==> config.mk <==
export PLATFORM = sky130hd
export DESIGN_NAME = alu_result_tx_flat
export DESIGN_NICKNAME = d
export VERILOG_FILES = /design/src/rtl/alu_result_tx_pkg.sv /design/src/rtl/alu_result_tx_if.sv /design/src/rtl/alu_result_tx_uart_tx_byte.sv /design/src/rtl/alu_result_tx.sv /design/src/flat_wrapper.sv
export SDC_FILE = /design/constraint.sdc
export NUM_CORES = 1
export LEC_CHECK = 0
export ABC_AREA = 0
export CAP_MARGIN = 20
export CORE_UTILIZATION = 50
export CTS_CLUSTER_SIZE = 8
export DETAILED_ROUTE_END_ITERATION = 8
export GPL_TIMING_DRIVEN = 1
export PLACE_DENSITY_LB_ADDON = 0.12
export SYNTH_ARGS = -nofsm -noshare
export SYNTH_HDL_FRONTEND = slang
export SYNTH_SLANG_ARGS = --single-unit
==> constraint.sdc <==
create_clock -name clk -period 5.4 [get_ports clk]
set_clock_uncertainty 0.1 [all_clocks]
set_input_delay 0.54 -clock clk [delete_from_list [all_inputs] [get_ports clk]]
set_output_delay 0.54 -clock clk [all_outputs]
set_load 0.03 [all_outputs]
==> src/rtl/alu_result_tx_pkg.sv <==
// Shared types and helpers for the ALU result serialiser.
package alu_tx_pkg;

    typedef enum logic [1:0] {
        IDLE  = 2'd0,
        START = 2'd1,
        DATA  = 2'd2,
        STOP  = 2'd3
    } state_e;

    localparam logic [3:0] SYNC_NIBBLE = 4'hA;

    function automatic int unsigned num_bytes(input int unsigned width);
        return (width + 32'd7) / 32'd8;
    endfunction

endpackage

==> src/rtl/alu_result_tx_if.sv <==
// Valid/ready handshake carrying one ALU result and its opcode.
interface alu_result_tx_if #(
    parameter int unsigned NUM_WIDTH    = 8,
    parameter int unsigned OPCODE_WIDTH = 4
) ();
    logic                    valid;
    logic                    ready;
    logic [OPCODE_WIDTH-1:0] opcode;
    logic [NUM_WIDTH-1:0]    answer;

    modport master (output valid, output opcode, output answer, input ready);
    modport slave  (input valid, input opcode, input answer, output ready);
endinterface

==> src/rtl/alu_result_tx_uart_tx_byte.sv <==
// 8N1 serialiser for one byte; a load on the final stop cycle chains the next byte with no gap.
module uart_tx_byte
    import alu_tx_pkg::*;
#(
    parameter int unsigned CLKS_PER_BIT = 868
) (
    input  logic       clk,
    input  logic       reset,
    input  logic       load,
    input  logic [7:0] data,
    output logic       tx,
    output logic       busy_c,
    output logic       last_c
);
    localparam int unsigned CNT_W = $clog2(CLKS_PER_BIT);

    state_e             state_q, state_d;
    logic [CNT_W-1:0]   cnt_q, cnt_d;
    logic [2:0]         bit_q, bit_d;
    logic [7:0]         shift_q, shift_d;
    logic               tx_q, tx_d;
    logic               bit_end;

    always_comb begin
        state_d = state_q;
        cnt_d   = cnt_q;
        bit_d   = bit_q;
        shift_d = shift_q;
        tx_d    = tx_q;
        last_c  = 1'b0;
        bit_end = (cnt_q == CNT_W'(CLKS_PER_BIT - 1));

        if (state_q != IDLE) begin
            cnt_d = bit_end ? '0 : cnt_q + CNT_W'(1);
        end

        unique case (state_q)
            IDLE: begin
                if (load) begin
                    state_d = START;
                    tx_d    = 1'b0;
                    shift_d = data;
                    cnt_d   = '0;
                    bit_d   = '0;
                end
            end
            START: begin
                if (bit_end) begin
                    state_d = DATA;
                    tx_d    = shift_q[0];
                end
            end
            DATA: begin
                if (bit_end) begin
                    bit_d = bit_q + 3'd1;
                    if (bit_q == 3'd7) begin
                        state_d = STOP;
                        tx_d    = 1'b1;
                    end else begin
                        shift_d = shift_q >> 1;
                        tx_d    = shift_q[1];
                    end
                end
            end
            STOP: begin
                if (bit_end) begin
                    last_c = 1'b1;
                    if (load) begin
                        state_d = START;
                        tx_d    = 1'b0;
                        shift_d = data;
                        bit_d   = '0;
                    end else begin
                        state_d = IDLE;
                        tx_d    = 1'b1;
                    end
                end
            end
            default: begin
                state_d = IDLE;
                tx_d    = 1'b1;
            end
        endcase
    end

    always_ff @(posedge clk) begin
        if (reset) begin
            state_q <= IDLE;
            cnt_q   <= '0;
            bit_q   <= '0;
            shift_q <= '0;
            tx_q    <= 1'b1;
        end else begin
            state_q <= state_d;
            cnt_q   <= cnt_d;
            bit_q   <= bit_d;
            shift_q <= shift_d;
            tx_q    <= tx_d;
        end
    end

    assign tx     = tx_q;
    assign busy_c = (state_q != IDLE);

endmodule

==> src/rtl/alu_result_tx.sv <==
// Captures an ALU result plus opcode and sends {A,opcode} then the result bytes LSB first over 8N1.
module alu_result_tx
    import alu_tx_pkg::*;
#(
    parameter int unsigned num_width    = 8,
    parameter int unsigned opcode_width = 4,
    parameter int unsigned CLKS_PER_BIT = 868
) (
    input  logic          clk,
    input  logic          reset,
    alu_result_tx_if.slave in_if,
    output logic          tx,
    output logic          busy,
    output logic          done
);
    localparam int unsigned NUM_BYTES = num_bytes(num_width);
    localparam int unsigned BUF_W     = NUM_BYTES * 8;
    localparam int unsigned BCNT_W    = $clog2(NUM_BYTES + 1);

    if (CLKS_PER_BIT < 2) begin : g_bad_clks
        $error("alu_result_tx: CLKS_PER_BIT must be at least 2");
    end
    if (num_width < 1 || num_width > 32) begin : g_bad_num_width
        $error("alu_result_tx: num_width must be in 1..32");
    end
    if (opcode_width < 1 || opcode_width > 4) begin : g_bad_opcode_width
        $error("alu_result_tx: opcode_width must be in 1..4");
    end

    logic              ready_q, ready_d;
    logic              busy_q, busy_d;
    logic              done_q, done_d;
    logic [BUF_W-1:0]  buf_q, buf_d;
    logic [BCNT_W-1:0] bcnt_q, bcnt_d;
    logic              accept_c;
    logic              load_c;
    logic [7:0]        load_byte_c;
    logic              byte_busy_c;
    logic              byte_last_c;

    // Byte sequencing: header on accept, then one buffered result byte per completed byte.
    always_comb begin
        ready_d     = ready_q;
        busy_d      = busy_q;
        done_d      = 1'b0;
        buf_d       = buf_q;
        bcnt_d      = bcnt_q;
        load_c      = 1'b0;
        load_byte_c = '0;
        accept_c    = in_if.valid && ready_q && !byte_busy_c;

        if (accept_c) begin
            load_c      = 1'b1;
            load_byte_c = {SYNC_NIBBLE, 4'(in_if.opcode)};
            buf_d       = BUF_W'(in_if.answer);
            bcnt_d      = '0;
            ready_d     = 1'b0;
            busy_d      = 1'b1;
        end else if (byte_last_c) begin
            if (bcnt_q == BCNT_W'(NUM_BYTES)) begin
                busy_d  = 1'b0;
                ready_d = 1'b1;
                done_d  = 1'b1;
            end else begin
                load_c      = 1'b1;
                load_byte_c = buf_q[7:0];
                buf_d       = buf_q >> 8;
                bcnt_d      = bcnt_q + BCNT_W'(1);
            end
        end
    end

    always_ff @(posedge clk) begin
        if (reset) begin
            ready_q <= 1'b1;
            busy_q  <= 1'b0;
            done_q  <= 1'b0;
            buf_q   <= '0;
            bcnt_q  <= '0;
        end else begin
            ready_q <= ready_d;
            busy_q  <= busy_d;
            done_q  <= done_d;
            buf_q   <= buf_d;
            bcnt_q  <= bcnt_d;
        end
    end

    uart_tx_byte #(
        .CLKS_PER_BIT(CLKS_PER_BIT)
    ) u_byte (
        .clk    (clk),
        .reset  (reset),
        .load   (load_c),
        .data   (load_byte_c),
        .tx     (tx),
        .busy_c (byte_busy_c),
        .last_c (byte_last_c)
    );

    assign in_if.ready = ready_q;
    assign busy        = busy_q;
    assign done        = done_q;

endmodule

==> src/flat_wrapper.sv <==
// flat-port wrapper written by rule: the top's interface ports become plain ports
module alu_result_tx_flat import alu_tx_pkg::*;
#(
    parameter int unsigned num_width    = 8,
    parameter int unsigned opcode_width = 4,
    parameter int unsigned CLKS_PER_BIT = 868
)
  (clk, reset, tx, busy, done, in_if_valid, in_if_opcode, in_if_answer, in_if_ready);
  alu_result_tx_if #(.NUM_WIDTH(8), .OPCODE_WIDTH(4)) in_if_i ();
  input  logic clk;
  input  logic reset;
  output logic tx;
  output logic busy;
  output logic done;
  input wire logic [$bits(in_if_i.valid)-1:0] in_if_valid;
  input wire logic [$bits(in_if_i.opcode)-1:0] in_if_opcode;
  input wire logic [$bits(in_if_i.answer)-1:0] in_if_answer;
  output wire logic [$bits(in_if_i.ready)-1:0] in_if_ready;
  assign in_if_i.valid = in_if_valid;
  assign in_if_i.opcode = in_if_opcode;
  assign in_if_i.answer = in_if_answer;
  assign in_if_ready = in_if_i.ready;
  alu_result_tx #(.num_width(num_width), .opcode_width(opcode_width), .CLKS_PER_BIT(CLKS_PER_BIT)) u_core (.clk(clk), .reset(reset), .in_if(in_if_i), .tx(tx), .busy(busy), .done(done));
endmodule
### Yosys cells after proc, flatten, opt, wreduce, memory -nomap -nowiden

Index checks and enable logic that the tools add are counted.

* $add $sub $neg: 3
* reductions and logical operators: 16
* bitwise gates (word level): 1
* equality and inequality tests: 12
* mux-type cells: 46

Operators with widths (count)
* two-way mux 8 bit: 10
* two-way mux 10 bit: 4
* case mux 8 bit (3 select lines): 1
* two-way mux 1 bit: 20
* != test 2 bit (second input constant): 6
* adder 10 x 1 -> 10 bit (second input constant): 1
* equality test 10 bit (second input constant): 1
* two-way mux 2 bit: 5
* two-way mux 3 bit: 3
* case mux 3 bit (3 select lines): 1
* case mux 2 bit (4 select lines): 1
* AND reduction 4 bit: 2
* nonzero test 2 bit: 3
* AND reduction 5 bit: 1
* equality test 2 bit (second input constant): 2
* case mux 1 bit (4 select lines): 1
* AND reduction 2 bit: 2
* adder 3 x 1 -> 3 bit (second input constant): 1
* equality test 3 bit (second input constant): 1
* AND reduction 3 bit: 1
* nonzero test 3 bit: 1
* OR reduction 3 bit: 1
* equality test 2 x 1 -> 1 bit (second input constant): 1
* logical AND 1 bit: 2
* 6 further kinds: 6

* output and inout port bits: 4
* register bits after elaboration: 36
* logic and storage cells: 88
* bits of input ports: 15

### Logic depth before layout (Yosys ltp)

Gate-level depths: netlist (run 1).

* depth in word-level cells: 8
* gate-level depth with buffers: 9

### By module

From an unflattened synthesis (run 1), not the netlist that was laid out.

* cell total of the unflattened synthesis: 250
* area total of the unflattened synthesis: 2102.0 um^2

Modules (own cells, without submodules)
* uart_tx_byte: cells each 177, area an instance 1526.5 um^2, times used 1, sequential area each 480.5 um^2
* alu_result_tx: cells each 73, area an instance 575.6 um^2, times used 1, sequential area each 240.2 um^2

### Worst setup path after synthesis (run 1)

Ideal clock, no wire load.

* kind: flip-flop to flip-flop
* from: reg u_core.u_byte.state_q[0]
* to: reg u_core.u_byte.shift_q[6]
* clock period less this slack: 2174 ps
* setup slack: 3226 ps
* arrival time: 1940 ps
* buffers on the path: 2
* data required time: 5166 ps
* stages on the path, launching flop included: 10
* path through: dfxtp_1 > inv_1 > ha_1 > clkbuf_1 > and3_1 > or3_1 > o211a_4 > buf_4 > nor2_1 > a211oi_2

* longest elaborated chain between the ends: 7

RTL lines
* start: declaration: RTL line alu_result_tx_uart_tx_byte.sv:17 `state_e state_q, state_d;`
* start signal: assignment: RTL line alu_result_tx_uart_tx_byte.sv:94 `state_q <= state_d;`
* equality test 2 bit or nonzero test 2 bit (tied branches): RTL line alu_result_tx_uart_tx_byte.sv:37, alu_result_tx_uart_tx_byte.sv:103
* two-way mux 1 bit or zero test 1 bit (tied branches): RTL line alu_result_tx_uart_tx_byte.sv:37, alu_result_tx.sv:50
* two-way mux 8 bit, or another cell as far along: RTL line alu_result_tx.sv:59 `end else if (byte_last_c) begin`
* two-way mux 8 bit or two-way mux 1 bit (tied branches): RTL line alu_result_tx.sv:52 `if (accept_c) begin`
* two-way mux 8 bit: RTL line alu_result_tx_uart_tx_byte.sv:39, alu_result_tx_uart_tx_byte.sv:68
* two-way mux 8 bit: RTL line alu_result_tx_uart_tx_byte.sv:66 `if (bit_end) begin`
* case mux 8 bit (3 select lines): RTL line alu_result_tx_uart_tx_byte.sv:37 `unique case (state_q)`
* end signal: assignment: RTL line alu_result_tx_uart_tx_byte.sv:97 `shift_q <= shift_d;`
* end: declaration: RTL line alu_result_tx_uart_tx_byte.sv:20 `logic [7:0] shift_q, shift_d;`

Parallel ways exist; a longest one is shown, timed or not. The select of a mux whose other input is x is not followed.
A chain may end at the register's enable or synchronous reset.

### Final worst setup path (run 1)

* from: reg u_core.u_byte.state_q[0]
* to: reg u_core.u_byte.cnt_q[5]

* longest elaborated chain between the ends: 6

RTL lines
* equality test 2 bit or nonzero test 2 bit (tied branches): RTL line alu_result_tx_uart_tx_byte.sv:37, alu_result_tx_uart_tx_byte.sv:33, alu_result_tx_uart_tx_byte.sv:103
* two-way mux 1 bit or zero test 1 bit (tied branches): RTL line alu_result_tx_uart_tx_byte.sv:37, alu_result_tx.sv:50
* two-way mux 1 bit or logical AND 1 bit (tied branches): RTL line alu_result_tx.sv:59, alu_result_tx.sv:50
* two-way mux 1 bit: RTL line alu_result_tx.sv:52
* two-way mux 10 bit: RTL line alu_result_tx_uart_tx_byte.sv:39 `if (load) begin`
* two-way mux 10 bit (*): RTL line alu_result_tx_uart_tx_byte.sv:37
* end signal: assignment: RTL line alu_result_tx_uart_tx_byte.sv:95 `cnt_q <= cnt_d;`
* end: declaration: RTL line alu_result_tx_uart_tx_byte.sv:18 `logic [CNT_W-1:0] cnt_q, cnt_d;`

Mark *: on every way between the ends. The rest lies on a longest branch, timed or not.

==> flow_summary.ini, run 1 <==
[setup_path]
crit_chain = inv_1 > ha_1 > and3_1 > nor2_1 > nand2_1 > a311oi_1
critical_path_class = flop to flop
critPathArrivalTime_ps = 3100
path_max_fanout = 22
critPathRequiredTime_ps = 5490
max_stage_delay_ps = 700
start_kind = flop
cp_slowest_cell = nor2_1
critical_path.top_delay_family = simple AND/OR/NAND/NOR gates
endpoint_kind = flop
rrSetupSlack_ps = 2390
critical_path_buf_inv_count = 1

[floorplan]
die_h_um = 63.0
core_um2 = 3440
rows = 21
die_x_um = 63.0
start_util = 0.541
pin_count = 19
dieArea_um2 = 3970

[layout]
antennaDiodeCount = 0
postLayoutCoreUtil = 0.620
final_common_cell = dfxtp_1
fin_cells = 273
layout_common_cells = 36 x dfxtp_1, 30 x nor2_1, 18 x clkdlybuf4s50_1, 17 x nand2_1, 15 x a21oi_1
drive_gt1_frac = 0.0793
area_growth_pct = 14.6
layout.nets = 250

[place]
place.gp.congestion = 0.801
dp_cells = 265
io_buffers = 18
dpl.hpwl_um = 3040

[global_routing]
grt_pass1_vias = 1589
antenna_found_initial = 0
grt_usage = 0.237
grt_first_pass_wirelength_um = 7410
grt_max_degree = 40
grt-ovfl-total = 0

[pwr]
pwr-share-clk = 0.215
total_power_uw = 872
p_per_area_nw_per_um2 = 408
seqPwrFrac = 0.383
comb_power_share = 0.402
p_leak_uw = 0.000767
max-vdd-ir-drop_mv = 0.350
p_int_uw = 524
switchingPower_uw = 347
p_sw_frac = 0.398

[sta]
tightest_slew_ps = 878
max_freq_mhz = 332
rsz0062_at_grt = false
slew_headroom = 0.415
finalMaxSlewViolations = 0
period_minus_slack_ps = 3010
setup-violations-final = 0
finalHoldViolCount = 0
fin_crit_sh = 0.558
tns_ps = 0

[drt]
vias = 1697
wl_per_cell_um = 16.0
drt_wl_total_um = 4380
first_pass_iters = 4
viasPerCell = 6.22
dr.first_iter.drc_count = 156
ant_nets = 0
drc = 0

[logic_synthesis]
avgSynthCellArea_um2 = 8.71
synth_nets = 238
syn_inst = 214
synth_top_family_by_area = simple AND/OR/NAND/NOR gates
synthMuxAreaShare = 0.0107
seq_area_frac_synth = 0.387
syn_area_um2 = 1860
synthAdderAreaFrac = 0.0604
synth_edf_count = 0
ys_warn_count = 0
yosys.area_share.simple = 0.253
synth_xor_area_frac = 0
synthArstFlopShare = 0
synth-compound-area-share = 0.250
synthFlopType = dfxtp_1
synth_cell_types = 42
ys_seq_elements = 36

[clock_network]
postCtsHoldBufs = 0
cts_made_buffers = 5
h-tree-depth = 2
clock_sinks = 36
root_buffer = clkbuf_8
path_clk_slew_ps = 70
cts_setup_buffers = 0
clk-insertion-delay-late_ps = 290
clockBufferDepth = 2
cts_tree = yes
cts_resized = 0

[run_status]
status = finished clean

[hold_path]
hp-class = flop to flop

[run]
drv_cap = 0
[cells in the mapped netlist, types with 2 or more instances]
library cell,n,area share
a211oi_1,8,0.032
a211oi_2,2,0.013
a21oi_1,15,0.040
a221oi_1,4,0.019
a22oi_1,8,0.032
a311oi_1,6,0.028
a31oi_1,2,0.0067
a41oi_1,2,0.0094
and3_1,4,0.013
buf_4,2,0.0081
clkbuf_1,10,0.020
dfxtp_1,36,0.39
ha_1,9,0.060
inv_1,3,0.0060
mux2i_1,2,0.011
nand2_1,17,0.034
nand2b_1,4,0.013
nand3_1,6,0.016
nand3b_1,3,0.012
nand4b_1,3,0.014
nor2_1,30,0.060
nor2b_1,2,0.0067
nor3_1,3,0.0081
nor4_1,3,0.010
o21ai_0,6,0.016
o21bai_1,2,0.0081
o22ai_1,5,0.017
or3_1,3,0.010
[through the flow]
step	hold slack [ps]	instance area, um^2	setup WS [ps]
floorplan	344	1860	3230
global placement	356	2050	2510
detailed placement	365	2050	2410
CTS	375	2130	2420
global route	413	2130	2160
finish	373	2130	2390
[state kept, by name, indices dropped and copies added (netlist names)]
register               cells
u_core.u_byte.tx           1
u_core.busy                1
u_core.bcnt_q              1
u_core.u_byte.cnt_q       10
u_core.u_byte.shift_q      8
u_core.in_if.ready         1
u_core.u_byte.state_q      2
u_core.done                1
u_core.buf_q               8
u_core.u_byte.bit_q        3
[routing by layer]
metal	part of all wire	wire length (um)	global-route usage
met4	0.0075	33	0.0785
met5	0	0	0
met3	0.049	213	0.0511
met1	0.46	2010	0.308
met2	0.48	2120	0.384
[worst min-delay path, delay by kind of cell (launching register included)]
kind / cells / cell delay, ps
AOI/OAI and AO/OA: 1 / 50
DFF: 1 / 320
and+or+nand+nor: 1 / 60
[cell families (layout without fill, tap and decap cells)]
logic type,count (synthesis),after routing
AND/OR/NAND/NOR,85,85
adder cells (fa/ha/maj),9,9
buffers and inverters,17,30
AO/OA/AOI/OAI,65,65
flip-flops,36,36
multiplexers,2,2
[power by group through the flow]
stage                     sequential (uW)  clock (uW)  combinational, uW
after floorplan                       345           0                255
after global placement                335           0                329
after detailed placement              338           0                346
after CTS                             333         191                349
after global routing                  337         200                390
final                                 334         187                351
[path summary, 6_finish.rpt]
kind / from / to / cells after the start
worst max-delay path: u_core.u_byte.state_q[0] / u_core.u_byte.cnt_q[5] / 6
worst min-delay path: u_core.u_byte.cnt_q[1] / u_core.u_byte.cnt_q[1] / 2
worst max register to register: u_core.u_byte.state_q[0] / u_core.u_byte.cnt_q[5] / 6
worst min register to register: u_core.u_byte.cnt_q[1] / u_core.u_byte.cnt_q[1] / 2
[area by class of cell]
type                       instances  area, um^2
fill                             291        1310
multi-input combinational        161        1070
sequential                        36         721
timing repair buffer              19         188
clock buffer                       5        68.8
tap                               46        57.6
clock inverter                     3        18.8
inverter                           3        11.3
No activity file was read; power rests on OpenSTA's default activity.
==> run 2, diff against run 1 <==
==> constraint.sdc (replaced) <==
create_clock -name clk -period 2.93 [get_ports clk]
set_clock_uncertainty 0.1 [all_clocks]
set_input_delay 0.293 -clock clk [delete_from_list [all_inputs] [get_ports clk]]
set_output_delay 0.293 -clock clk [all_outputs]
set_load 0.03 [all_outputs]
==> run 2 against run 1 <==
Against the previous run: die area did not move; count of clock-buffer cells in the layout rose by 2; global-route usage fell by 0.51 points; first-iteration DRC count fell by 36%; design area rose by 1.3%; core utilization rose by 0.84 points; final cell count rose by 1.1%; worst setup slack got worse by 2000 ps; sequential cell count did not move; sequential power rose by 84%; critical path type unchanged; largest power group unchanged.
==> flow_summary.ini, run 2 (synthesis gave the netlist of run 1 again) <==
[sta]
slew_headroom = 0.435
tightest_slew_ps = 848
finalHoldViolCount = 0
hold_slack_ps = 371
max_freq_mhz = 386
fin_crit_sh = 0.884
setup-violations-final = 0
rsz0062_at_grt = false
period_minus_slack_ps = 2590
finalMaxSlewViolations = 0
tns_ps = 0

[clock_network]
path_clk_slew_ps = 70
cts_made_buffers = 5
cts_tree = yes
root_buffer = clkbuf_8
h-tree-depth = 2
clk-insertion-delay-late_ps = 290
clockBufferDepth = 2
clock_sinks = 36
postCtsHoldBufs = 0
cts_resized = 0
cts_setup_buffers = 0

[place]
dpl-instance-area_um2 = 2070
dpl.hpwl_um = 3040
place.gp.congestion = 0.808
io_buffers = 18

[drt]
vias = 1685
wl_per_cell_um = 15.3
drc = 0
viasPerCell = 6.11
dr.first_iter.drc_count = 100
first_pass_iters = 4
ant_nets = 0
drt_wl_total_um = 4230

[layout]
final_common_cell = dfxtp_1
antennaDiodeCount = 0
layout.nets = 253
nFillCells = 292
area_growth_pct = 16.1
fin_area_um2 = 2160
drive_gt1_frac = 0.0870
largest_reg_flops = 10
regMostFlops = u_core.u_byte.cnt_q
layout_common_cells = 36 x dfxtp_1, 30 x nor2_1, 18 x clkdlybuf4s50_1, 17 x nand2_1, 15 x a21oi_1
reg_top3 = u_core.u_byte.cnt_q (10), u_core.buf_q (8), u_core.u_byte.shift_q (8)

[pwr]
max-vdd-ir-drop_mv = 0.390
p_sw_frac = 0.385
p_per_area_nw_per_um2 = 754
p_leak_uw = 0.000779
pwr-share-clk = 0.225
seqPwrFrac = 0.377
p_int_uw = 1000
switchingPower_uw = 628
comb_power_share = 0.398

[setup_path]
critPathArrivalTime_ps = 2680
start_kind = flop
endpoint_kind = flop
critical_path_class = flop to flop
path_max_fanout = 12
critPathRequiredTime_ps = 3030

[hold_path]
hp-class = flop to flop

[floorplan]
core_um2 = 3440
die_h_um = 63.0
pin_count = 19
rows = 21
start_util = 0.541
die_x_um = 63.0
dieArea_um2 = 3970

[global_routing]
antenna_found_initial = 0
grt_pass1_vias = 1469
grt_first_pass_wirelength_um = 7110
grt-ovfl-total = 0
grt_usage = 0.231
grt_max_degree = 28

[run]
drv_cap = 0

[run_status]
status = finished clean
[run 2: cell types whose count changed in the layout (fill, tap and decap cells not counted)]
cell        previous run  this run
clkinv_2               2         0
clkinv_4               1         0
clkinvlp_4             0         1
clkbuf_1               0         1
buf_4                  1         4
clkbuf_8               5         6
[run 2: cell type report]
cell class | instances | area (um^2) | share of cell area
sequential | 36 | 721 | 0.333
clock buffer | 7 | 86.3 | 0.0399
multi-input combinational | 161 | 1070 | 0.495
timing repair buffer | 22 | 210 | 0.0972
inverter | 3 | 11.3 | 0.00521
clock inverter | 1 | 7.51 | 0.00347
tap | 46 | 57.6 | 0.0266
[run 2: final timing paths]
| path | startpoint | endpoint | slack [ps] | cells after the start |
|---|---|---|---|---|
| worst max-delay path | u_core.u_byte.state_q[0] | u_core.u_byte.cnt_q[3] | 340 | 6 |
| worst min register to register | u_core.u_byte.shift_q[5] | u_core.u_byte.shift_q[5] | 370 | 2 |
| worst min-delay path | u_core.u_byte.shift_q[5] | u_core.u_byte.shift_q[5] | 370 | 2 |
| worst max register to register | u_core.u_byte.state_q[0] | u_core.u_byte.cnt_q[3] | 340 | 6 |
[run 2: metrics by stage]
step / cells / worst slack, ps / util / power [uW]
final: 276 / 341 / 0.628 / 1630
after global routing: 276 / 195 / 0.628 / 1740
after CTS: 276 / 371 / 0.628 / 1630
after detailed placement: 268 / 413 / 0.601 / 1270
after global placement: 268 / 555 / 0.601 / 1240
after floorplan: 214 / 756 / - / 1110
[run 2: worst max-delay path: stages (launching register included)]
cell	delay [ps]
dfxtp_1	430
inv_1	140
ha_1	340
and3_1	380
nor2_1	480
nand2_1	300
a311oi_1	330
[run 2: power by group through the flow]
stage                     combinational (uW)  sequential [uW]  clock [uW]
after detailed placement                 642              625           0
final                                    649              615         366
after floorplan                          470              636           0
after CTS                                645              614         373
after global routing                     721              622         393
after global placement                   622              621           0
[run 2: layer usage]
| layer | share of wire | vias to the layer above | wire length [um] | GRT usage |
|---|---|---|---|---|
| met4 | 0.0095 | 0 | 40 | 0.0930 |
| met3 | 0.038 | 4 | 160 | 0.0547 |
| met2 | 0.47 | 33 | 1980 | 0.341 |
| li1 | - | 832 | - | - |
| met5 | 0 | - | 0 | 0 |
| met1 | 0.49 | 816 | 2050 | 0.321 |
